`src/rtl/i2s_pkg.sv`:
```
// Definitions shared by the I2S transmit and receive paths.
package i2s_pkg;

    localparam int SAMPLE_BITS_DEF = 8;
    localparam int SLOT_BITS_DEF   = 16;

    function automatic int slot_idx_w(input int slot_bits);
        return (slot_bits > 1) ? $clog2(slot_bits) : 1;
    endfunction

    localparam int SLOT_IDX_W = slot_idx_w(SLOT_BITS_DEF);

    typedef enum logic {
        CH_LEFT  = 1'b0,
        CH_RIGHT = 1'b1
    } ch_e;

endpackage

```
`src/rtl/i2s_frame_timer.sv`:
```
// I2S frame timing: slot index, word select, frame-start pulse and the
// end-of-frame load strobe. Bit clock is clk.
module i2s_frame_timer
    import i2s_pkg::*;
#(
    parameter int SLOT_BITS = SLOT_BITS_DEF,
    parameter int IDX_W     = slot_idx_w(SLOT_BITS)
) (
    input  logic             clk,
    input  logic             rst_n,
    input  logic             enable,
    output logic [IDX_W-1:0] slot_idx,
    output logic             ws,
    output logic             frame_start,
    output logic             load_now
);

    localparam logic [IDX_W-1:0] LAST_IDX = IDX_W'(SLOT_BITS - 1);

    logic [IDX_W-1:0] k_q, k_d;
    ch_e              ws_q, ws_d;
    logic             fs_q, fs_d;
    logic             en_q, en_d;
    logic             en_rise;
    logic             slot_end;

    always_comb begin
        en_rise  = enable & ~en_q;
        slot_end = (k_q == LAST_IDX);
        // A rising enable behaves like the end of a right slot so the first
        // enabled cycle is a fresh left slot carrying the held pair.
        load_now = enable & (en_rise | ((ws_q == CH_RIGHT) & slot_end));
        k_d      = k_q + IDX_W'(1);
        ws_d     = ws_q;
        if (!enable || en_rise) begin
            k_d  = '0;
            ws_d = CH_LEFT;
        end else if (slot_end) begin
            k_d  = '0;
            ws_d = (ws_q == CH_LEFT) ? CH_RIGHT : CH_LEFT;
        end
        fs_d = load_now;
        en_d = enable;
    end

    always_ff @(posedge clk) begin
        if (!rst_n) begin
            k_q  <= '0;
            ws_q <= CH_LEFT;
            fs_q <= 1'b0;
            en_q <= 1'b0;
        end else begin
            k_q  <= k_d;
            ws_q <= ws_d;
            fs_q <= fs_d;
            en_q <= en_d;
        end
    end

    assign slot_idx    = k_q;
    assign ws          = ws_q;
    assign frame_start = fs_q;

endmodule

```
`src/rtl/pcm_to_i2s.sv`:
```
// I2S transmitter: accepts left/right PCM pairs over valid/ready, holds one
// pair, and shifts it out MSB first with the one-bit I2S delay.
module pcm_to_i2s
    import i2s_pkg::*;
#(
    parameter int SAMPLE_BITS = SAMPLE_BITS_DEF,
    parameter int SLOT_BITS   = SLOT_BITS_DEF
) (
    input  logic                   clk,
    input  logic                   rst_n,
    input  logic                   enable,
    input  logic [SAMPLE_BITS-1:0] sample_left,
    input  logic [SAMPLE_BITS-1:0] sample_right,
    input  logic                   sample_valid,
    output logic                   sample_ready,
    output logic                   ws,
    output logic                   sdo,
    output logic                   frame_start,
    output logic                   underrun
);

    localparam int               IDX_W    = slot_idx_w(SLOT_BITS);
    localparam logic [IDX_W-1:0] DATA_END = IDX_W'(SAMPLE_BITS);

    generate
        if (SLOT_BITS < SAMPLE_BITS + 1) begin : g_bad_slot
            $error("pcm_to_i2s: SLOT_BITS must be at least SAMPLE_BITS+1");
        end
    endgenerate

    typedef struct packed {
        logic [SAMPLE_BITS-1:0] left;
        logic [SAMPLE_BITS-1:0] right;
    } pair_t;

    pair_t                  hold_q, hold_d;
    logic                   hold_full_q, hold_full_d;
    logic                   primed_q, primed_d;
    logic [SAMPLE_BITS-1:0] left_sh_q, left_sh_d;
    logic [SAMPLE_BITS-1:0] right_sh_q, right_sh_d;
    logic                   sdo_q, sdo_d;
    logic                   underrun_q, underrun_d;

    logic [IDX_W-1:0] slot_idx;
    logic             load_now;
    logic             accept;

    i2s_frame_timer #(
        .SLOT_BITS (SLOT_BITS),
        .IDX_W     (IDX_W)
    ) u_timer (
        .clk         (clk),
        .rst_n       (rst_n),
        .enable      (enable),
        .slot_idx    (slot_idx),
        .ws          (ws),
        .frame_start (frame_start),
        .load_now    (load_now)
    );

    assign sample_ready = ~hold_full_q | load_now;

    always_comb begin
        accept      = sample_valid & sample_ready;
        hold_d      = hold_q;
        hold_full_d = hold_full_q;
        primed_d    = primed_q | accept;
        left_sh_d   = left_sh_q;
        right_sh_d  = right_sh_q;
        sdo_d       = 1'b0;
        underrun_d  = 1'b0;
        if (load_now) begin
            if (hold_full_q) begin
                left_sh_d  = hold_q.left;
                right_sh_d = hold_q.right;
            end else begin
                left_sh_d  = '0;
                right_sh_d = '0;
                underrun_d = primed_q;
            end
            hold_full_d = 1'b0;
        end else if (enable && (slot_idx < DATA_END)) begin
            // sdo is registered, so the bit for index k+1 is launched at index k.
            if (ws == logic'(CH_RIGHT)) begin
                sdo_d      = right_sh_q[SAMPLE_BITS-1];
                right_sh_d = right_sh_q << 1;
            end else begin
                sdo_d     = left_sh_q[SAMPLE_BITS-1];
                left_sh_d = left_sh_q << 1;
            end
        end
        if (accept) begin
            hold_d.left  = sample_left;
            hold_d.right = sample_right;
            hold_full_d  = 1'b1;
        end
    end

    always_ff @(posedge clk) begin
        if (!rst_n) begin
            hold_q      <= '0;
            hold_full_q <= 1'b0;
            primed_q    <= 1'b0;
            left_sh_q   <= '0;
            right_sh_q  <= '0;
            sdo_q       <= 1'b0;
            underrun_q  <= 1'b0;
        end else begin
            hold_q      <= hold_d;
            hold_full_q <= hold_full_d;
            primed_q    <= primed_d;
            left_sh_q   <= left_sh_d;
            right_sh_q  <= right_sh_d;
            sdo_q       <= sdo_d;
            underrun_q  <= underrun_d;
        end
    end

    assign sdo      = sdo_q;
    assign underrun = underrun_q;

endmodule

```
`config.mk`:
```
export PLATFORM = sky130hd
export DESIGN_NAME = pcm_to_i2s
export DESIGN_NICKNAME = d
export VERILOG_FILES = /design/src/rtl/i2s_pkg.sv /design/src/rtl/i2s_frame_timer.sv /design/src/rtl/pcm_to_i2s.sv
export SDC_FILE = /design/constraint.sdc
export NUM_CORES = 1
export LEC_CHECK = 0
export BUFFER_PORTS_ARGS = -buffer_cell sky130_fd_sc_hd__buf_2
export CAP_MARGIN = 20
export CORE_MARGIN = 4
export CORE_UTILIZATION = 35
export DETAILED_ROUTE_END_ITERATION = 6
export GPL_TIMING_DRIVEN = 0
export PLACE_DENSITY_LB_ADDON = 0.25
export SETUP_SLACK_MARGIN = 0.05
export SYNTH_ARGS = -nofsm -noshare
export SYNTH_HDL_FRONTEND = slang
export SYNTH_SLANG_ARGS = --single-unit
```
`constraint.sdc`:
```
create_clock -name clk -period 3.8 [get_ports clk]
set_clock_uncertainty 0.1 [all_clocks]
set_input_delay 0.38 -clock clk [delete_from_list [all_inputs] [get_ports clk]]
set_output_delay 0.38 -clock clk [all_outputs]
set_load 0.01 [all_outputs]
```
**Word level (Yosys, flattened, before mapping)**

Cells that the tools add are included.

- Register bits after elaboration: 43
- Bits of input ports: 20
- Output and inout port bits: 5
- Logic and storage cells: 52

- Add/subtract/negate cells: 1
- $lt $le $gt $ge: 1
- Eq/ne operators: 2
- Multiplexer cells: 12
- Bitwise gates (word level): 12
- Reduce and logical (&&, ||, !) cells: 12

Operator list:

| kind | count |
|---|---|
| two-way mux 8 bit | 8 |
| OR reduction 3 bit | 3 |
| nonzero test 2 bit | 3 |
| NOT 1 bit | 5 |
| adder 4 x 1 -> 4 bit, second input constant | 1 |
| AND 1 bit | 4 |
| == test 4 bit, second input constant | 1 |
| < comparator 4 bit, second input constant | 1 |
| two-way mux 1 bit | 4 |
| AND reduction 2 bit | 2 |
| OR 1 bit | 3 |
| != test 2 bit, second input constant | 1 |
| OR reduction 2 bit | 1 |
| logical AND 1 bit | 1 |
| logical NOT 1 bit | 1 |
| logical OR 1 bit | 1 |

**Depth between registers and ports, before layout**

Gate-level depths: netlist (run 1).

- Word-level depth: 7
- Depth in mapped cells: 6
- Depth with buffers taken out: 4

**Hierarchy**

A second synthesis (run 1) with hierarchy kept.

- Cell total of the unflattened synthesis: 202
- Area total of the unflattened synthesis: 1,869.3 µm²

By module, submodules not included:

| module | times used | cells each | area an instance (µm²) | seq. area each (µm²) |
|---|---|---|---|---|
| pcm_to_i2s | 1 | 176 | 1,611.5 | 720.7 |
| i2s_frame_timer | 1 | 26 | 257.7 | 140.1 |

**Least setup slack after synthesis (run 1)**

Ideal clock, no wire load.

- Path type: register to output
- Start point: reg u_timer.k_q[0], in the netlist u_timer.slot_idx[0]
- End point: out sample_ready
- Arrival time: 1,435 ps
- Data required time: 3,320 ps
- Setup slack: 1,885 ps
- Cell stages (with the launch flop): 7
- Buffers on the path: 2
- Cells stage by stage: dfxtp_1 ha_1 nand4_2 and2_2 buf_6 buf_6 o21ai_0

- Word-level cells in the longest chain between the ends: 5

RTL lines:

| what | RTL line | source |
|---|---|---|
| start, declared | i2s_frame_timer.sv:20 | `logic [IDX_W-1:0] k_q, k_d;` |
| start signal, assigned | i2s_frame_timer.sv:53 | `k_q <= k_d;` |
| == test 4 bit | i2s_frame_timer.sv:29 | `slot_end = (k_q == LAST_IDX);` |
| AND 1 bit | i2s_frame_timer.sv:32 | `load_now = enable & (en_rise \| ((ws_q == CH_RIGHT) & slot_end));` |
| OR 1 bit | i2s_frame_timer.sv:32 |  |
| AND 1 bit | i2s_frame_timer.sv:32 |  |
| OR 1 bit | pcm_to_i2s.sv:61 | `assign sample_ready = ~hold_full_q \| load_now;` |
| end, declared | pcm_to_i2s.sv:15 | `output logic sample_ready,` |

Every way passes these cells.

**Worst setup path in the final report (run 1)**

Ends and elaborated chain as after synthesis.

==> results of run 1 <==
-- Yosys cell counts, types with 3 or more instances --
cell | count | share of area, %
mux2i_1 | 18 | 9.2
nand3_1 | 6 | 1.5
o221a_2 | 14 | 8.1
inv_1 | 5 | 0.96
clkbuf_1 | 7 | 1.3
nand2_1 | 63 | 12
buf_6 | 3 | 1.7
dfxtp_1 | 43 | 44
mux2_2 | 14 | 8.1
nor2_1 | 6 | 1.2
-- worst min path at each step --
| stage | to | slack [ns] | depth (start not counted) |
|---|---|---|---|
| CTS | hold_full_q$_SDFFE_PN0P_ | 0.21 | 3 |
| global route | hold_q[0]$_SDFFE_PN0P_ | 0.21 | 3 |
| global placement | u_timer.slot_idx[0]$_SDFF_PP0_ | 0.34 | 1 |
| floorplan | u_timer.slot_idx[0]$_SDFF_PP0_ | 0.32 | 1 |
| detailed placement | u_timer.slot_idx[0]$_SDFF_PP0_ | 0.34 | 1 |
| finish | hold_full_q$_SDFFE_PN0P_ | 0.21 | 3 |
-- final cells by class --
class	count	area share, %
Timing Repair Buffer	24	5.28
Inverter	5	0.825
Buffer	15	4.51
Clock inverter	2	1.54
Multi-Input combinational cell	140	42.5
Sequential cell	43	37.8
Tap cell	70	3.85
Clock buffer	6	3.63
-- kinds of logic (layout without fill, tap and decap cells) --
family,Yosys count,after routing,synth area share [%]
and+or+nand+nor,84,84,19.6
DFF,43,43,44.2
muxes,32,32,17.3
AOI/OAI and AO/OA,20,20,10.7
buffers and inverters,20,52,6.23
xor gates and xnor gates,3,3,1.35
adders and majority gates,1,1,0.642
-- state kept, by name, indices dropped and copies added, names as in the netlist --
name / cells
right_sh_q: 8
hold_full_q: 1
u_timer.slot_idx: 4
u_timer.frame_start: 1
hold_q: 16
u_timer.ws: 1
left_sh_q: 8
sdo: 1
u_timer.en_q: 1
primed_q: 1
underrun: 1
-- where the power goes --
group	total [mW]	internal [mW]	switching, mW
Sequential	0.489	0.476	0.0130
Clock	0.363	0.213	0.151
Combinational	0.115	0.0573	0.0576
-- metal layers --
metal  global-route usage [%]  part of all wire, %
met1                     16.8                   52
met2                     19.1                   43
met3                     3.04                  3.6
met4                     4.90                  1.5
met5                        0                    0
-- worst register-to-register path: stages, from the launching register on --
cell and delay (ns):
dfxtp_1 0.36, ha_1 0.23, nand4_2 0.17, a21oi_2 0.44, buf_4 0.28, o221a_2 0.20
==> summary.txt, run 1 <==
Outcome
  • Status: complete, no violations

Route
  • Via Count: 1,405
  • Initial DRC count: 75
  • Detailed-route DRC error count: 0
  • DRT Pass-1 Iters: 5
  • WL final: 3820 um
  • Via density: 4.61
  • WL per Instance: 12.5 um
  • Antenna-violating nets left: 0

Yosys
  • Post-synth EDFFs: 0
  • #FFs+latches synth: 43
  • Post-Syn Nets: 224
  • YS warnings: 0
  • Gate Count Post-Synth: 203
  • Prevailing post-synth register cell: dfxtp_1
  • Post-synthesis cell area: 1950 um^2
  • Mean area per synthesized cell: 9.60 um^2
  • Synth async-reset ratio: 0%
  • Netlist cell types: 30
  • Sequential share of the synthesized area: 44.2%

Final layout
  • Layout Cell Area excl Fill: 2270 um^2
  • Layout fillers: 530
  • Diodes inserted: 0
  • Multi-input logic area: 967 um^2
  • Finished Layout Cells: 305
  • Nets: 255
  • Layout cells sized above 1: 31.1%
  • Most common cell after layout, fill and taps aside: nand2_1
  • Area Overhead vs Synth: 16.7%
  • Commonest cells after routing, fill and taps aside: nand2_1, dfxtp_1, buf_2, mux2i_1
  • FF/Latch Area: 861 um^2
  • Final core occ: 43.4%

Placement
  • Routability cong.: 0.737
  • I/O Buffers: 24
  • Hpwl dp: 2810 um
  • DP Cell Count: 297
  • Pre-CTS WS: 1.79 ns
  • Placed Instance Area: 2160 um^2

Power
  • Max rail drop VDD: 0.236 mV
  • P per Cell Area: 425 nW/um^2
  • Leakage power figure: 0.999 nW
  • Total power: 967 uW

GRT
  • First-pass GRT wire length: 6400 um
  • Initial antenna violation count: 0
  • Gr usage total: 12.5%
  • Grt total ovfl: 0
  • Number of global-route vias before repair: 1,291
  • Largest net degree at the start of global routing: 14

Setup path
  • Crit-path cells: ha_1 -> nand4_2 -> and2_2 -> buf_6 -> buf_6 -> o21ai_0 -> buf_2
  • Reg2Reg Setup Slack: 1.99 ns
  • Crit Path Category: reg -> out
  • CP Capture Type: primary output
  • Reg-to-reg endpoint: right_sh_q[7]$_SDFFE_PN0P_
  • Max incr delay on CP: 0.36 ns
  • Most frequent CP cell: buf_6
  • Stages on worst setup path: 7
  • CP Max Fanout: 10
  • Reg2Reg Launch Point: u_timer.slot_idx[0]$_SDFF_PP0_
  • FF-to-FF path depth: 5
  • Crit path buffers/inverters: 3
  • CP Launch Type: flop
  • CP Capture Point: sample_ready
  • Crit path DAT: 1.81 ns
  • Critical path startpoint: u_timer.slot_idx[0]$_SDFF_PP0_
  • Worst Path Required: 3.32 ns
  • Delay-heaviest family, CP: simple AND/OR/NAND/NOR gates
  • Crit-path slowest cell: dfxtp_1

Clocking
  • Setup Buffers After CTS: 0
  • CTS sink cnt: 43
  • CTS tree: yes
  • CTS Hold Buffers Added: 0
  • CTS Buf Count: 5
  • Clock root buffer: clkbuf_8
  • Clock buffer depth: 2
  • H-tree Lvls: 2
  • Clk_lat worst skew: 0.29 ns
  • Clock transition at the registers of the reported paths: 0.08 ns
  • Cts repair resizes: 0

Timing
  • Relative slew margins: 67.1%
  • RSZ-0062 raised after global routing: false
  • Final Cycle Share: 60.3%
  • Worst setup margin: 1.51 ns
  • Final Hold Vio Count: 0
  • Fin Hold WS: 0.210 ns
  • Setup violations, final: 0
  • Post-Route Setup TNS: 0 ns
  • Post-layout min period: 2.29 ns
  • Pins over their slew limit: 0
  • Worst slew pin tran: 0.493 ns
  • Max frequency: 436 MHz

Floorplanning
  • IO Pins: 25
  • Die height: 82.6 um
  • Die Width: 82.6 um
  • Die Area: 6830 um^2
  • Floorplan core area: 5240 um^2
  • Starting density of the core: 37.2%
  • # rows: 26

Hold path
  • Hold WC Path Type: in -> reg
  • Hold path start: sample_valid

Run
  • Max-cap viol count: 0
Note: power is estimated with default switching activity, not from simulation.
==> run 2: changes to the inputs <==
==> constraint.sdc (replaced) <==
create_clock -name clk -period 2.3 [get_ports clk]
set_clock_uncertainty 0.1 [all_clocks]
set_input_delay 0.23 -clock clk [delete_from_list [all_inputs] [get_ports clk]]
set_output_delay 0.23 -clock clk [all_outputs]
set_load 0.01 [all_outputs]
==> run 2 against run 1 <==
Effect of this change: cell area increased by 0.50%; routed wire length about the same; utilization increased by 0.21 points; critical path depth unchanged; combinational power increased by 65%; worst setup slack got worse by 1.3 ns; critical path type unchanged; largest power group unchanged; highest routed layer unchanged.
==> summary.txt, run 2 (same netlist as run 1, synthesis figures left out) <==
Final layout
  • Max reg flops: 16 (unchanged)
  • Most flops, register: hold_q (unchanged)
  • Multi-input logic area: 978 um^2 (was 967 um^2)
  • Largest regs: hold_q: 16 flops, left_sh_q: 8 flops, right_sh_q: 8 flops (unchanged)
  • Layout cells sized above 1: 31.5% (was 31.1%)
  • FF/Latch Area: 861 um^2 (unchanged)
  • Layout fillers: 528 (was 530)
  • Most common cell after layout, fill and taps aside: nand2_1 (unchanged)
  • Area Overhead vs Synth: 17.3% (was 16.7%)
  • Commonest cells after routing, fill and taps aside: nand2_1, dfxtp_1, buf_2, mux2i_1 (unchanged)
  • Nets: 255 (unchanged)
  • Final core occ: 43.6% (was 43.4%)
  • Diodes inserted: 0 (unchanged)

Clocking
  • CTS sink cnt: 43 (unchanged)
  • CTS Hold Buffers Added: 0 (unchanged)
  • CTS tree: yes (unchanged)
  • H-tree Lvls: 2 (unchanged)
  • Clock transition at the registers of the reported paths: 0.08 ns (about the same)
  • Clock root buffer: clkbuf_8 (unchanged)
  • Clock buffer depth: 2 (unchanged)
  • Clk_lat worst skew: 0.29 ns (about the same)
  • CTS Buf Count: 5 (unchanged)

GRT
  • Grt total ovfl: 0 (unchanged)
  • Gr usage total: 12.5% (unchanged)
  • First-pass GRT wire length: 6400 um (unchanged)
  • Largest net degree at the start of global routing: 14 (unchanged)
  • Initial antenna violation count: 0 (unchanged)
  • Number of global-route vias before repair: 1,291 (unchanged)

Placement
  • Routability cong.: 0.737 (unchanged)
  • Hpwl dp: 2810 um (unchanged)
  • I/O Buffers: 24 (unchanged)

Setup path
  • CP Capture Type: primary output (unchanged)
  • CP Max Fanout: 10 (unchanged)
  • CP Launch Type: flop (unchanged)
  • Worst Path Required: 1.97 ns (was 3.32 ns)
  • Crit Path Category: reg -> out (unchanged)
  • Crit path DAT: 1.77 ns (was 1.81 ns)

Power
  • Comb power frac: 11.9% (about the same)
  • Sw power: 365 uW (was 221 uW)
  • Pint: 1.23 mW (was 746 uW)
  • Clock network fraction of design power: 37.5% (about the same)
  • Max rail drop VDD: 0.390 mV (was 0.236 mV)
  • P per Cell Area: 699 nW/um^2 (was 425 nW/um^2)
  • Switch share: 22.9% (about the same)
  • Flop pwr share: 50.6% (about the same)
  • Leakage power figure: 1.00 nW (was 0.999 nW)

Timing
  • Final Hold Vio Count: 0 (unchanged)
  • RSZ-0062 raised after global routing: false (unchanged)
  • Fin Hold WS: 0.0603 ns (was 0.210 ns)
  • Post-Route Setup TNS: 0 ns (unchanged)
  • Relative slew margins: 67.1% (about the same)
  • Worst slew pin tran: 0.493 ns (about the same)
  • Setup violations, final: 0 (unchanged)
  • Pins over their slew limit: 0 (unchanged)
  • Final Cycle Share: 91.4%
  • Max frequency: 476 MHz
  • Post-layout min period: 2.10 ns

Hold path
  • Hold WC Path Type: in -> reg (unchanged)

Floorplanning
  • Die height: 82.6 um (unchanged)
  • Floorplan core area: 5240 um^2 (unchanged)
  • Die Area: 6830 um^2 (unchanged)
  • IO Pins: 25 (unchanged)
  • Die Width: 82.6 um (unchanged)
  • # rows: 26 (unchanged)
  • Starting density of the core: 37.2% (unchanged)

Route
  • Post-route met1 wirelength: 1980 um (about the same)
  • Met2 wire length: 1630 um (was 1640 um)
  • Via Count: 1,407 (was 1,405)
  • WL per Instance: 12.5 um (about the same)
  • DR WL met3: 147 um (was 137 um)
  • WL final: 3810 um (was 3820 um)
  • Antenna-violating nets left: 0 (unchanged)
  • Via density: 4.61 (about the same)
  • Top layer in use: met4 (unchanged)
  • Initial DRC count: 72 (was 75)
  • DRT Pass-1 Iters: 5 (unchanged)
  • Detailed-route DRC error count: 0 (unchanged)

Outcome
  • Status: complete, no violations (unchanged)

Run
  • Max-cap viol count: 0 (unchanged)
==> run 2: cell counts in the layout (fill, tap and decap cells not counted) <==
No cell type changed its count.
==> run 2: per-layer routing <==
layer  up-vias  track usage, %
met5         -               0
met4         0            4.90
met3         4            3.04
met2        21            19.1
met1       629            16.8
li1        753               -
==> run 2: what timing repair did <==
| action | 4_1_cts | 5_1_grt |
|---|---|---|
| buffers inserted | 0 | 0 |
| endpoints found under the setup margin | 0 | 1 |
| resized for setup | 0 | 2 |
==> run 2: worst paths after layout <==
check,slack (ns),end,startpoint,depth (start not counted)
worst max-delay path,0.20,sample_ready,u_timer.slot_idx[0]$_SDFF_PP0_,7
worst min-delay path,0.06,hold_full_q$_SDFFE_PN0P_,sample_valid,3
worst max register to register,0.53,right_sh_q[7]$_SDFFE_PN0P_,u_timer.slot_idx[0]$_SDFF_PP0_,5
worst min register to register,0.36,u_timer.slot_idx[0]$_SDFF_PP0_,u_timer.slot_idx[0]$_SDFF_PP0_,1
==> run 2: per-stage QoR <==
step / cell area, um^2 / worst slack, ns / power (mW) / cells
final: 2290 / 0.199 / 1.60 / 305
after global routing: 2290 / 0.103 / 1.67 / 305
after CTS: 2270 / 0.116 / 1.62 / 305
after detailed placement: 2160 / 0.444 / 1.02 / 297
after global placement: 2160 / 0.432 / 1.02 / 297
after floorplan: 1950 / 0.535 / 0.963 / 203
==> run 2: power groups by stage <==
stage          Sequential [mW]  Combinational [mW]  Clock (mW)
2_1_floorplan            0.820               0.143           0
3_3_place_gp             0.825               0.191           0
3_5_place_dp             0.826               0.192           0
4_1_cts                  0.808               0.192       0.617
5_1_grt                  0.814               0.213       0.646
6_report                 0.808               0.190       0.600
==> run 2: worst max-delay path, cell delays in order (launching register included) <==
cell and delay (ns):
dfxtp_1 0.36, ha_2 0.24, nand4_4 0.12, and2_2 0.23, buf_6 0.13, buf_6 0.13, o21ai_0 0.12, buf_2 0.15
==> run 2: cell type report <==
cell class                      instances  area share [%]
Clock buffer                            6            3.61
Buffer                                 15            4.49
Timing Repair Buffer                   24            5.25
Clock inverter                          2            1.53
Sequential cell                        43            37.7
Multi-Input combinational cell        140            42.8
Inverter                                5           0.821
Tap cell                               70            3.83
==> run 3: changes to the inputs <==
--- a/config.mk
+++ b/config.mk
@@ -11,6 +11,7 @@
 export CORE_UTILIZATION = 35
 export DETAILED_ROUTE_END_ITERATION = 6
 export GPL_TIMING_DRIVEN = 0
+export MAX_ROUTING_LAYER = met4
 export PLACE_DENSITY_LB_ADDON = 0.25
 export SETUP_SLACK_MARGIN = 0.05
 export SYNTH_ARGS = -nofsm -noshare
==> run 3 against run 2 <==
Effect of this change: clock power barely moved; fmax barely moved; critical endpoint unchanged; first-iteration DRC count fell by 21%.
==> summary.txt, run 3 (same netlist as run 1, synthesis figures left out) <==
Clocking
  • Clock root buffer: clkbuf_8 (unchanged)
  • CTS sink cnt: 43 (unchanged)
  • Clk_lat worst skew: 0.29 ns (about the same)
  • CTS tree: yes (unchanged)
  • Setup Buffers After CTS: 0 (unchanged)
  • Clock buffer depth: 2 (unchanged)
  • CTS Buf Count: 5 (unchanged)
  • Clock transition at the registers of the reported paths: 0.08 ns (about the same)
  • H-tree Lvls: 2 (unchanged)
  • CTS Hold Buffers Added: 0 (unchanged)

GRT
  • Largest net degree at the start of global routing: 14 (unchanged)
  • Initial antenna violation count: 0 (unchanged)
  • First-pass GRT wire length: 6420 um (was 6400 um)
  • Gr usage total: 12.8% (was 12.5%)
  • Number of global-route vias before repair: 1,279 (was 1,291)
  • Grt total ovfl: 0 (unchanged)

Placement
  • Hpwl dp: 2810 um (unchanged)
  • I/O Buffers: 24 (unchanged)
  • Routability cong.: 0.746 (was 0.737)

Power
  • Leakage power figure: 1.00 nW (unchanged)
  • Comb power frac: 11.9% (about the same)
  • Switch share: 22.8% (was 22.9%)
  • Flop pwr share: 50.6% (about the same)
  • P per Cell Area: 699 nW/um^2 (about the same)
  • Total power: 1.60 mW (about the same)
  • Pint: 1.23 mW (about the same)
  • Max rail drop VDD: 0.390 mV (about the same)
  • Sw power: 364 uW (was 365 uW)
  • Clock network fraction of design power: 37.6% (was 37.5%)

Route
  • WL final: 3800 um (was 3810 um)
  • Via density: 4.62 (was 4.61)
  • Via Count: 1,409 (was 1,407)
  • Antenna-violating nets left: 0 (unchanged)
  • Detailed-route DRC error count: 0 (unchanged)
  • WL per Instance: 12.5 um (about the same)
  • Initial DRC count: 57 (was 72)
  • DRT Pass-1 Iters: 4 (was 5)

Setup path
  • CP Launch Type: flop (unchanged)
  • Most frequent CP cell: buf_6 (unchanged)
  • Crit path DAT: 1.77 ns (about the same)
  • Crit-path slowest cell: dfxtp_1 (unchanged)
  • CP Max Fanout: 10 (unchanged)
  • CP Capture Type: primary output (unchanged)
  • Crit-path cells: ha_2 -> nand4_4 -> and2_2 -> buf_6 -> buf_6 -> o21ai_0 -> buf_2 (unchanged)
  • Crit path buffers/inverters: 3 (unchanged)
  • Worst Path Required: 1.97 ns (about the same)
  • Crit Path Category: reg -> out (unchanged)
  • Max incr delay on CP: 0.36 ns (about the same)
  • Delay-heaviest family, CP: buffers and inverters (unchanged)

Final layout
  • Layout fillers: 528 (unchanged)
  • Max reg flops: 16 (unchanged)
  • Diodes inserted: 0 (unchanged)
  • Most flops, register: hold_q (unchanged)
  • Largest regs: hold_q: 16 flops, left_sh_q: 8 flops, right_sh_q: 8 flops (unchanged)
  • Area Overhead vs Synth: 17.3% (unchanged)
  • Nets: 255 (unchanged)
  • Commonest cells after routing, fill and taps aside: nand2_1, dfxtp_1, buf_2, mux2i_1 (unchanged)
  • Most common cell after layout, fill and taps aside: nand2_1 (unchanged)
  • Layout cells sized above 1: 31.5% (unchanged)

Timing
  • Post-Route Setup TNS: 0 ns (unchanged)
  • Relative slew margins: 67.2% (was 67.1%)
  • Final Hold Vio Count: 0 (unchanged)
  • Post-layout min period: 2.10 ns (about the same)
  • Final Cycle Share: 91.3% (was 91.4%)
  • Worst slew pin tran: 0.492 ns (was 0.493 ns)
  • Pins over their slew limit: 0 (unchanged)
  • Setup violations, final: 0 (unchanged)
  • Max frequency: 476 MHz (about the same)
  • RSZ-0062 raised after global routing: false (unchanged)

Floorplanning
  • Starting density of the core: 37.2% (unchanged)
  • IO Pins: 25 (unchanged)
  • Die Area: 6830 um^2 (unchanged)
  • Die height: 82.6 um (unchanged)
  • # rows: 26 (unchanged)
  • Die Width: 82.6 um (unchanged)
  • Floorplan core area: 5240 um^2 (unchanged)

Hold path
  • Hold WC Path Type: in -> reg (unchanged)

Outcome
  • Status: complete, no violations (unchanged)

Run
  • Max-cap viol count: 0 (unchanged)
[run 3: cell counts in the layout (fill, tap and decap cells not counted)]
Identical to the previous run, type by type.
[run 3: what timing repair did]
| item | 4_1_cts | 5_1_grt |
|---|---|---|
| endpoints found under the setup margin | 0 | 1 |
| gates resized for setup | 0 | 2 |
| hold endpoints to repair | 0 | 0 |
[run 3: metal layers]
metal	routed length [um]	GRT usage [%]
met1	1990	17.2
met2	1600	18.8
met3	150	2.82
met4	56	4.90
met5	0	-
[run 3: final cells by class]
| class | instances | area [um^2] | share of cell area [%] |
|---|---|---|---|
| Multi-Input combinational cell | 140 | 978 | 42.8 |
| Sequential cell | 43 | 861 | 37.7 |
| Timing Repair Buffer | 24 | 120 | 5.25 |
| Buffer | 15 | 103 | 4.49 |
| Tap cell | 70 | 87.6 | 3.83 |
| Clock buffer | 6 | 82.6 | 3.61 |
| Clock inverter | 2 | 35.0 | 1.53 |
| Inverter | 5 | 18.8 | 0.821 |
[run 3: through the flow]
step	area (um^2)	cells	hold WS, ns	setup WS, ns	utilization (%)
final	2290	305	0.0602	0.199	43.6
after global routing	2290	305	0.0565	0.103	43.6
after CTS	2270	305	0.0551	0.116	43.4
after detailed placement	2160	297	0.345	0.444	41.2
after global placement	2160	297	0.337	0.432	41.2
after floorplan	1950	203	0.243	0.535	-
[run 3: path summary, 6_finish.rpt]
| check | from | endpoint | slack, ns | depth (start not counted) |
|---|---|---|---|---|
| max | u_timer.slot_idx[0]$_SDFF_PP0_ | sample_ready | 0.20 | 7 |
| min | sample_valid | hold_full_q$_SDFFE_PN0P_ | 0.06 | 3 |
| max reg2reg | u_timer.slot_idx[0]$_SDFF_PP0_ | right_sh_q[0]$_SDFFE_PN0P_ | 0.55 | 5 |
| min reg2reg | u_timer.slot_idx[0]$_SDFF_PP0_ | u_timer.slot_idx[0]$_SDFF_PP0_ | 0.36 | 1 |
[run 3: worst reg2reg max path: stages, from the launching register on]
cell,delay [ns]
dfxtp_1,0.36
ha_2,0.24
nand4_4,0.12
a21oi_2,0.41
buf_4,0.27
mux2i_1,0.18
[run 3: power groups by stage]
stage          clock [mW]  combinational [mW]  sequential (mW)
2_1_floorplan           0               0.143            0.820
4_1_cts             0.617               0.192            0.808
5_1_grt             0.648               0.213            0.814
6_report            0.600               0.189            0.808
3_3_place_gp            0               0.191            0.825
3_5_place_dp            0               0.192            0.826
